--- config.mk ---
export PLATFORM = sky130hd
export DESIGN_NAME = sdr_req_port_flat
export DESIGN_NICKNAME = d
export VERILOG_FILES = /design/src/rtl/sdr_req_port_if.sv /design/src/rtl/sdr_req_port.sv /design/src/flat_wrapper.sv
export SDC_FILE = /design/constraint.sdc
export NUM_CORES = 1
export LEC_CHECK = 0
export ABC_AREA = 1
export ABC_CLOCK_PERIOD_IN_PS = 2000
export CAP_MARGIN = 20
export CORE_ASPECT_RATIO = 0.75
export CORE_UTILIZATION = 48
export CTS_BUF_LIST = sky130_fd_sc_hd__clkbuf_4 sky130_fd_sc_hd__clkbuf_8
export DETAILED_ROUTE_END_ITERATION = 7
export HOLD_SLACK_MARGIN = 0.06
export PLACE_DENSITY = 0.8
export SETUP_SLACK_MARGIN = 0.05
export SYNTH_ARGS = -nofsm -noshare
export SYNTH_HDL_FRONTEND = slang
export SYNTH_SLANG_ARGS = --single-unit
--- constraint.sdc ---
create_clock -name CLK_96M -period 2 [get_ports CLK_96M]
set_input_delay 0.4 -clock CLK_96M [delete_from_list [all_inputs] [get_ports CLK_96M]]
set_output_delay 0.4 -clock CLK_96M [all_outputs]
set_load 0.02 [all_outputs]
--- src/rtl/sdr_req_port_if.sv ---
// Requester and burst-memory signal bundle for sdr_req_port.
// slave is the port block itself; master is the requester/memory side.
interface sdr_req_port_if;
    logic [24:1] req_addr;
    logic        req;
    logic        ack;
    logic [15:0] rdata;
    logic        flush;
    logic [24:1] mem_addr;
    logic        mem_rd;
    logic        mem_ready;
    logic        mem_valid;
    logic [15:0] mem_data;
    logic        busy;

    modport slave (
        input  req_addr, req, flush, mem_ready, mem_valid, mem_data,
        output ack, rdata, mem_addr, mem_rd, busy
    );

    modport master (
        output req_addr, req, flush, mem_ready, mem_valid, mem_data,
        input  ack, rdata, mem_addr, mem_rd, busy
    );
endinterface

--- src/rtl/sdr_req_port.sv ---
// Toggle-handshake read port with a single 4-word line buffer.
// A miss fetches one aligned 4-beat burst from downstream memory.
module sdr_req_port (
    input  logic          CLK_96M,
    input  logic          RESET,
    sdr_req_port_if.slave bus
);
    localparam int unsigned ADDR_W = 24;
    localparam int unsigned DATA_W = 16;
    localparam int unsigned TAG_W  = ADDR_W - 2;
    localparam int unsigned WORDS  = 4;

    typedef enum logic [1:0] {IDLE, REQ, FILL, RESP} state_t;

    state_t            state;
    logic [TAG_W-1:0]  tag;
    logic              valid;
    logic              flush_pending;
    logic [1:0]        beat;
    logic [ADDR_W:1]   lat_addr;
    logic [DATA_W-1:0] line [WORDS];

    logic req_new_c;
    logic hit_c;

    assign req_new_c = (bus.req != bus.ack);
    // A flush on the request cycle forces the miss path.
    assign hit_c     = valid && (tag == bus.req_addr[ADDR_W:3]) && !bus.flush;

    always_ff @(posedge CLK_96M) begin
        if (RESET) begin
            state         <= IDLE;
            bus.ack       <= 1'b0;
            bus.rdata     <= '0;
            bus.mem_rd    <= 1'b0;
            bus.mem_addr  <= '0;
            bus.busy      <= 1'b0;
            valid         <= 1'b0;
            flush_pending <= 1'b0;
            beat          <= 2'd0;
            tag           <= '0;
            lat_addr      <= '0;
        end else begin
            case (state)
                IDLE: begin
                    if (req_new_c) begin
                        lat_addr <= bus.req_addr;
                        if (hit_c) begin
                            bus.rdata <= line[bus.req_addr[2:1]];
                            bus.ack   <= bus.req;
                        end else begin
                            bus.mem_addr <= {bus.req_addr[ADDR_W:3], 2'b00};
                            bus.mem_rd   <= 1'b1;
                            bus.busy     <= 1'b1;
                            valid        <= 1'b0;
                            state        <= REQ;
                        end
                    end else if (bus.flush) begin
                        valid <= 1'b0;
                    end
                end

                REQ: begin
                    if (bus.flush) flush_pending <= 1'b1;
                    if (bus.mem_ready) begin
                        bus.mem_rd <= 1'b0;
                        beat       <= 2'd0;
                        state      <= FILL;
                    end
                end

                FILL: begin
                    if (bus.flush) flush_pending <= 1'b1;
                    if (bus.mem_valid) begin
                        line[beat] <= bus.mem_data;
                        beat       <= beat + 2'd1;
                        if (beat == 2'd3) begin
                            tag   <= lat_addr[ADDR_W:3];
                            valid <= 1'b1;
                            state <= RESP;
                        end
                    end
                end

                RESP: begin
                    // A flush seen during the burst still answers this request, then drops the line.
                    bus.rdata     <= line[lat_addr[2:1]];
                    bus.ack       <= bus.req;
                    bus.busy      <= 1'b0;
                    state         <= IDLE;
                    flush_pending <= 1'b0;
                    if (bus.flush || flush_pending) valid <= 1'b0;
                end

                default: state <= IDLE;
            endcase
        end
    end
endmodule

--- src/flat_wrapper.sv ---
// flat-port wrapper written by rule: the top's interface ports become plain ports
module sdr_req_port_flat 
  (CLK_96M, RESET, bus_req_addr, bus_req, bus_flush, bus_mem_ready, bus_mem_valid, bus_mem_data, bus_ack, bus_rdata, bus_mem_addr, bus_mem_rd, bus_busy);
  sdr_req_port_if bus_i ();
  input  logic CLK_96M;
  input  logic RESET;
  input wire logic [$bits(bus_i.req_addr)-1:0] bus_req_addr;
  input wire logic [$bits(bus_i.req)-1:0] bus_req;
  input wire logic [$bits(bus_i.flush)-1:0] bus_flush;
  input wire logic [$bits(bus_i.mem_ready)-1:0] bus_mem_ready;
  input wire logic [$bits(bus_i.mem_valid)-1:0] bus_mem_valid;
  input wire logic [$bits(bus_i.mem_data)-1:0] bus_mem_data;
  output wire logic [$bits(bus_i.ack)-1:0] bus_ack;
  output wire logic [$bits(bus_i.rdata)-1:0] bus_rdata;
  output wire logic [$bits(bus_i.mem_addr)-1:0] bus_mem_addr;
  output wire logic [$bits(bus_i.mem_rd)-1:0] bus_mem_rd;
  output wire logic [$bits(bus_i.busy)-1:0] bus_busy;
  assign bus_i.req_addr = bus_req_addr;
  assign bus_i.req = bus_req;
  assign bus_i.flush = bus_flush;
  assign bus_i.mem_ready = bus_mem_ready;
  assign bus_i.mem_valid = bus_mem_valid;
  assign bus_i.mem_data = bus_mem_data;
  assign bus_ack = bus_i.ack;
  assign bus_rdata = bus_i.rdata;
  assign bus_mem_addr = bus_i.mem_addr;
  assign bus_mem_rd = bus_i.mem_rd;
  assign bus_busy = bus_i.busy;
  sdr_req_port u_core (.CLK_96M(CLK_96M), .RESET(RESET), .bus(bus_i));
endmodule
==> results.md, run 1 <==
* Dpl hpwl at 11340 microns
* Sequential cell area fraction in the yosys report at 53.10%
* Area Growth Syn to Fin at 24.22%
* EDFF count, synth at 64
* Worst skew pair latency at between 400 and 500 ps
* Number of routed nets with antenna violations at 0
* Ys async rst share at 0%
* Clock share of power at 21.9%
* Core footprint at 14550 sq um
* Required time worst endpoint at 1600 ps
* CTS tree: done
* Max Cap Viol at 0
* Unrepaired setup endpoints after global routing: no
* RD Place Congestion at 0.7867
* CP endpoint kind: output pin
* P_leak at ~3.6 nW
* Min-Delay Path Class: primary input to flip-flop
* Antenna Cells at 0
* Nets at 1060
* Syn avg cell area at 7.983 sq um
* H-tree depth at 4
* Status: finished, final reports clean
* Netlist Area Pre-Place at 7201 sq um
* Worst path bufs/invs at 1
* Final Hold Fails at 0
* Gate Count Post-Synth at 902
* Worst path slowest cell: clkdlybuf4s50_1
* Ports at 89
* Area leader, netlist: edfxtp_1
* Drt via density at 5.121
* Pin count of the biggest net entering global routing at between 40 and 50
* Post-route DRC violation count at 0
* Yosys warnings at 0
* Drt first-iter violations at 680
* Tcrit/Tclk final at between 90% and 100%
* First-pass GRT wire length at 27240 microns
* Root buf cell: clkbuf_8
* Seq cells post-synth at between 150 and 200
* Slew @ Worst Pin at about 600 ps
* Int Power at 6.684 mW
* Slowest Stage Delay on Critical Path at 620 ps
* I/O Buffers at 86
* Final Core Density at 61.48%
* Power Density at 1218 nW/um^2
* Data arrival time of the critical path at 1450 ps
* Final setup violation count at 0
* Area contributors post-synth: edfxtp_1 27%, dfxtp_1 26%, nand2_1 12%
* Gr usage total at 22.80%
* Die Y at 108.1 microns
* Reg-to-reg slack, setup at approximately 260 ps
* Number of global-route vias before repair at 5550
* Max VDD drop at 549.7 uV
* Layout Cells excl Fill at 1219
* Final Skew at 16.13 ps
* Pins over their slew limit at 0
* CTS max path bufs at 2
* Ys flop type: dfxtp_1
* Starting density of the core at 49.49%
* Distinct cell type count of the synthesized netlist at 32
* Critical Path Source Type: flip-flop
* CP Max Fanout at 3
* P_sw at 4.213 mW
* DIE AREA at 15500 sq um
* Flop pwr share at between 30% and 40%
* Placed instance count at roughly 1200
* Via count at roughly 6200
* Post-place setup slack at -158.5 ps
* Ratio of cells with drive above 1 in the final layout at 9.421%
* TritonCTS Buffers at 17
* Clock slew at reported path FFs at ~90 ps
* Setup Crit Path Kind: flip-flop to output pin
* Top cell type's share of synthesized area at between 20% and 30%
* Grt total ovfl at 0
* Final WL at 17360 microns
* Fillers at ~1200
* Logic pwr share at 40.1%
* Switching Share at 38.66%
* Drt pass-1 iters at 8
* Die width at 143.4 microns
* Setup WS post-layout at about 150 ps
* Delay-heaviest family, CP: buffers and inverters
* Initial antenna violation count at 0
* CP Cell Sequence: clkdlybuf4s50_1
* Fmax at 541.5 MHz
* # rows at 38
* Crit path time final at 1847 ps
* Clock sink count at ~160
* Headroom to the max-slew limit at 59.27%
* Total power at 10.90 mW
* Wire length per cell at 14.24 microns
-- kinds of logic (layout without fill, tap and decap cells) --
kind of cell | after synthesis | after routing | synth area share [%]
DFF | 159 | 159 | 53.10
xor gates and xnor gates | 3 | 3 | 0.3650
adders and majority gates | 8 | 8 | 1.390
other | 1 | 2 | 0.05208
AOI/OAI and AO/OA | 254 | 254 | 17.78
buffers and inverters | 146 | 262 | 8.410
and+or+nand+nor | 331 | 331 | 18.91
-- power groups by stage --
| stage | clock network [mW] | logic [mW] | registers [mW] |
|---|---|---|---|
| 2_1_floorplan | 0 | 2.49 | 4.51 |
| 3_3_place_gp | 0 | 4.22 | 4.20 |
| 3_5_place_dp | 0 | 4.31 | 4.21 |
| 4_1_cts | 2.42 | 4.34 | 4.15 |
| 5_1_grt | 2.54 | 4.80 | 4.21 |
| 6_report | 2.38 | 4.37 | 4.15 |
-- synth_stat cells, types with 2 or more instances --
library cell / instances
buf_6: 5
a21oi_1: 158
buf_1: 8
nand4_1: 2
or2_2: 2
ha_1: 8
nand2_1: 229
o21ai_1: 2
inv_1: 90
o21ai_0: 91
dfxtp_1: 95
nor2_4: 2
buf_4: 2
xnor2_1: 2
nand3_1: 47
nor2_1: 42
inv_2: 2
edfxtp_1: 64
clkbuf_1: 28
buf_2: 10
nor2_2: 2
-- final cells by class --
type                            instances  area (sq um)  share of cell area, %
Multi-Input combinational cell        598          2783                  31.11
Clock buffer                           18         247.7                  2.770
Tap cell                              200         250.2                  2.798
Inverter                               93         351.6                  3.931
Clock inverter                         14         150.1                  1.679
Timing Repair Buffer                  137          1339                  14.97
Sequential cell                       159          3824                  42.75
-- routing by layer --
layer	GRT usage [%]	vias up	part of all wire, %
li1	-	3168	-
met1	32.01	2811	46
met2	34.57	243	45
met3	4.694	20	8.0
met4	8.891	0	1.2
met5	0	-	0
-- layout by cell type (no fill, tap or decap), types with 3 or more instances in the layout --
cell,n
a21oi_1,158
buf_12,8
buf_4,43
clkbuf_8,18
clkdlybuf4s50_1,85
dfxtp_1,95
edfxtp_1,64
ha_1,8
inv_1,90
inv_6,5
nand2_1,229
nand3_1,47
nor2_1,41
nor2_4,3
o21ai_0,91
-- per-stage QoR --
stage | area, sq um | TNS (ps) | hold WS, ps
global placement | 8544 | -4827 | 443.0
floorplan | 7207 | 0 | 435.3
finish | 8945 | 0 | 280.7
global route | 8945 | 0 | 273.4
detailed placement | 8544 | -5509 | 448.6
CTS | 8942 | 0 | 258.9
-- sequential cells by signal, summed over array words and instances (netlist names), 2 cells and up, named ones only --
register             cells
u_core.bus.mem_addr     22
u_core.state             2
u_core.lat_addr         24
u_core.beat              2
u_core.line             64
u_core.tag              22
u_core.bus.rdata        16
-- timing repair --
| item | CTS | global route |
|---|---|---|
| gates resized for setup | 0 | 2 |
| endpoints found under the hold margin | 0 | 0 |
| hold buffers | 0 | 0 |
| buffers inserted | 0 | 0 |
| setup endpoints to repair | 0 | 8 |
-- worst paths after layout --
check                                                 startpoint                                to  depth (start not counted)
worst min register to register  u_core.lat_addr[23]$_SDFFE_PP0P_  u_core.lat_addr[23]$_SDFFE_PP0P_                          2
worst min-delay path                                       RESET  u_core.lat_addr[19]$_SDFFE_PP0P_                          2
worst max register to register      u_core.state[0]$_SDFFE_PP0P_   u_core.lat_addr[1]$_SDFFE_PP0P_                          7
worst max-delay path                 u_core.bus.ack$_SDFFE_PP0P_                           bus_ack                          1
Note: power is estimated with default switching activity, not from simulation.
==> run 2: changes to the inputs <==
- MAX_ROUTING_LAYER: not set -> met4
==> results.md, run 2 (same netlist as run 1, synthesis figures left out) <==
* Clock slew at reported path FFs at 90 ps (about the same)
* Top flop regs: u_core.line: 64 flops, u_core.lat_addr: 24 flops (unchanged)
* H-tree depth at 4 (unchanged)
* Layout Cells excl Fill at 1219 (unchanged)
* Slew @ Worst Pin at 620.1 ps (was 610.3 ps)
* Min-Delay Path Class: primary input to flip-flop (unchanged)
* Max VDD drop at 552.1 uV (was 549.7 uV)
* Critical path depth at 1 (unchanged)
* Ratio of cells with drive above 1 in the final layout at 9.421% (unchanged)
* Int Power at 6.683 mW (was 6.684 mW)
* Logic pwr share at 40.1% (about the same)
* Dpl hpwl at 11340 microns (unchanged)
* Wire length per cell at 14.26 microns (was 14.24 microns)
* Worst skew pair latency at 450 ps (about the same)
* Gr usage total at 23.54% (was 22.80%)
* Total power at 10.89 mW (was 10.90 mW)
* Grt total ovfl at 0 (unchanged)
* Final Hold Fails at 0 (unchanged)
* DIE AREA at 15500 sq um (unchanged)
* Required time worst endpoint at 1600 ps (about the same)
* Antenna Cells at 0 (unchanged)
* Power Density at 1218 nW/um^2 (about the same)
* Die width at 143.4 microns (unchanged)
* Number of routed nets with antenna violations at 0 (unchanged)
* R2R Path Start: u_core.state[0]$_SDFFE_PP0P_ (unchanged)
* Crit path time final at 1849 ps (was 1847 ps)
* CTS max path bufs at 2 (unchanged)
* Root buf cell: clkbuf_8 (unchanged)
* Most common cell after layout, fill and taps aside: nand2_1 (unchanged)
* Core footprint at 14550 sq um (unchanged)
* # rows at 38 (unchanged)
* Pin count of the biggest net entering global routing at 48 (unchanged)
* Via count at 6238 (was 6242)
* P_sw at 4.211 mW (was 4.213 mW)
* Drt via density at 5.117 (was 5.121)
* Placed instance count at 1187 (unchanged)
* Worst path bufs/invs at 1 (unchanged)
* Final setup violation count at 0 (unchanged)
* Die Y at 108.1 microns (unchanged)
* Final Skew at 15.73 ps (was 16.13 ps)
* R2R depth at 8 (was 7)
* TritonCTS Buffers at 17 (unchanged)
* Post-route DRC violation count at 0 (unchanged)
* Drt first-iter violations at 668 (was 680)
* Number of global-route vias before repair at 5540 (was 5550)
* Worst path slowest cell: clkdlybuf4s50_1 (unchanged)
* Pins over their slew limit at 0 (unchanged)
* Flop pwr share at 38.1% (about the same)
* Ports at 89 (unchanged)
* Tcrit/Tclk final at 92.44% (was 92.33%)
* Number of post-CTS setup repair buffers at 0 (unchanged)
* CP endpoint kind: output pin (unchanged)
* Starting density of the core at 49.49% (unchanged)
* RD Place Congestion at 0.7976 (was 0.7867)
* Final Core Density at 61.48% (unchanged)
* Max FFs per register at 64 (unchanged)
* Nets at 1060 (unchanged)
* CP Max Fanout at 3 (unchanged)
* Headroom to the max-slew limit at 58.62% (was 59.27%)
* I/O Buffers at 86 (unchanged)
* CTS tree: done (unchanged)
* Cts hold-fix bufs at 0 (unchanged)
* Setup Crit Path Kind: flip-flop to output pin (unchanged)
* Slowest Stage Delay on Critical Path at 620 ps (about the same)
* Min Hold Slack at 283.7 ps (was 280.7 ps)
* Initial antenna violation count at 0 (unchanged)
* P_leak at 3.574 nW (unchanged)
* Status: finished, final reports clean (unchanged)
* Drt pass-1 iters at 7 (was 8)
* Worst Setup SP: u_core.bus.ack$_SDFFE_PP0P_ (unchanged)
* Delay-heaviest family, CP: buffers and inverters (unchanged)
* Reg2Reg Capture Point: u_core.state[1]$_SDFFE_PP0P_ (was u_core.lat_addr[1]$_SDFFE_PP0P_)
* Top reg by flops: u_core.line (unchanged)
* Data arrival time of the critical path at 1450 ps (about the same)
* Clock sink count at 159 (unchanged)
* Commonest non-fill, non-tap cells in the layout: 229 x nand2_1, 158 x a21oi_1, 95 x dfxtp_1, 91 x o21ai_0, 90 x inv_1 (unchanged)
* Clock share of power at 21.8% (was 21.9%)
* Reg-to-reg slack, setup at 260 ps (about the same)
* Max Cap Viol at 0 (unchanged)
* CP endpoint: bus_ack (unchanged)
* Area Growth Syn to Fin at 24.22% (unchanged)
* Fmax at 540.9 MHz (was 541.5 MHz)
* CP Cell Sequence: clkdlybuf4s50_1 (unchanged)
* Post-place setup slack at -158.5 ps (unchanged)
* Setup WS post-layout at 151.3 ps (was 153.4 ps)
* Switching Share at 38.65% (was 38.66%)
* Unrepaired setup endpoints after global routing: no (unchanged)
* Critical Path Source Type: flip-flop (unchanged)
* Final WL at 17380 microns (was 17360 microns)
* First-pass GRT wire length at 27290 microns (was 27240 microns)
==> run 2: worst min-delay path by stage <==
stage | startpoint | endpoint | slack, ps | cells past startpoint
2_1_floorplan | u_core.tag[10]$_SDFFE_PP0P_ | u_core.tag[10]$_SDFFE_PP0P_ | 440 | 2
3_5_place_dp | u_core.lat_addr[4]$_SDFFE_PP0P_ | u_core.lat_addr[4]$_SDFFE_PP0P_ | 450 | 2
6_report | RESET | u_core.lat_addr[16]$_SDFFE_PP0P_ | 280 | 2
5_1_grt | RESET | u_core.lat_addr[23]$_SDFFE_PP0P_ | 270 | 2
4_1_cts | RESET | u_core.lat_addr[16]$_SDFFE_PP0P_ | 260 | 2
3_3_place_gp | u_core.lat_addr[22]$_SDFFE_PP0P_ | u_core.lat_addr[22]$_SDFFE_PP0P_ | 440 | 2
==> run 2: power by group through the flow <==
stage                     logic [mW]  clock network [mW]  registers [mW]
final                           4.37                2.38            4.15
after floorplan                 2.49                   0            4.51
after global placement          4.22                   0            4.20
after global routing            4.81                2.54            4.21
after detailed placement        4.31                   0            4.21
after CTS                       4.34                2.42            4.15
==> run 2: stage by stage <==
stage,TNS (ps),area (sq um)
after floorplan,0,7207
after global placement,-4827,8544
after detailed placement,-5509,8544
after CTS,0,8942
after global routing,0,8945
final,0,8945
==> run 2: metal layers <==
metal	global-route usage [%]	up-vias	share of wire [%]
li1	-	3176	-
met1	32.24	2788	46
met2	34.50	255	45
met5	-	-	0
met3	5.314	19	7.8
met4	7.675	0	1.1
==> run 2: timing repair <==
| item | 4_1_cts | 5_1_grt |
|---|---|---|
| hold endpoints to repair | 0 | 0 |
| gates resized for setup | 0 | 2 |
| setup endpoints to repair | 0 | 8 |
==> run 2: area by class of cell <==
cell class | instances | area [sq um]
Fill cell | 1224 | 5604
Sequential cell | 159 | 3824
Multi-Input combinational cell | 598 | 2783
Timing Repair Buffer | 137 | 1339
Inverter | 93 | 351.6
Tap cell | 200 | 250.2
Clock buffer | 18 | 247.7
Clock inverter | 14 | 150.1
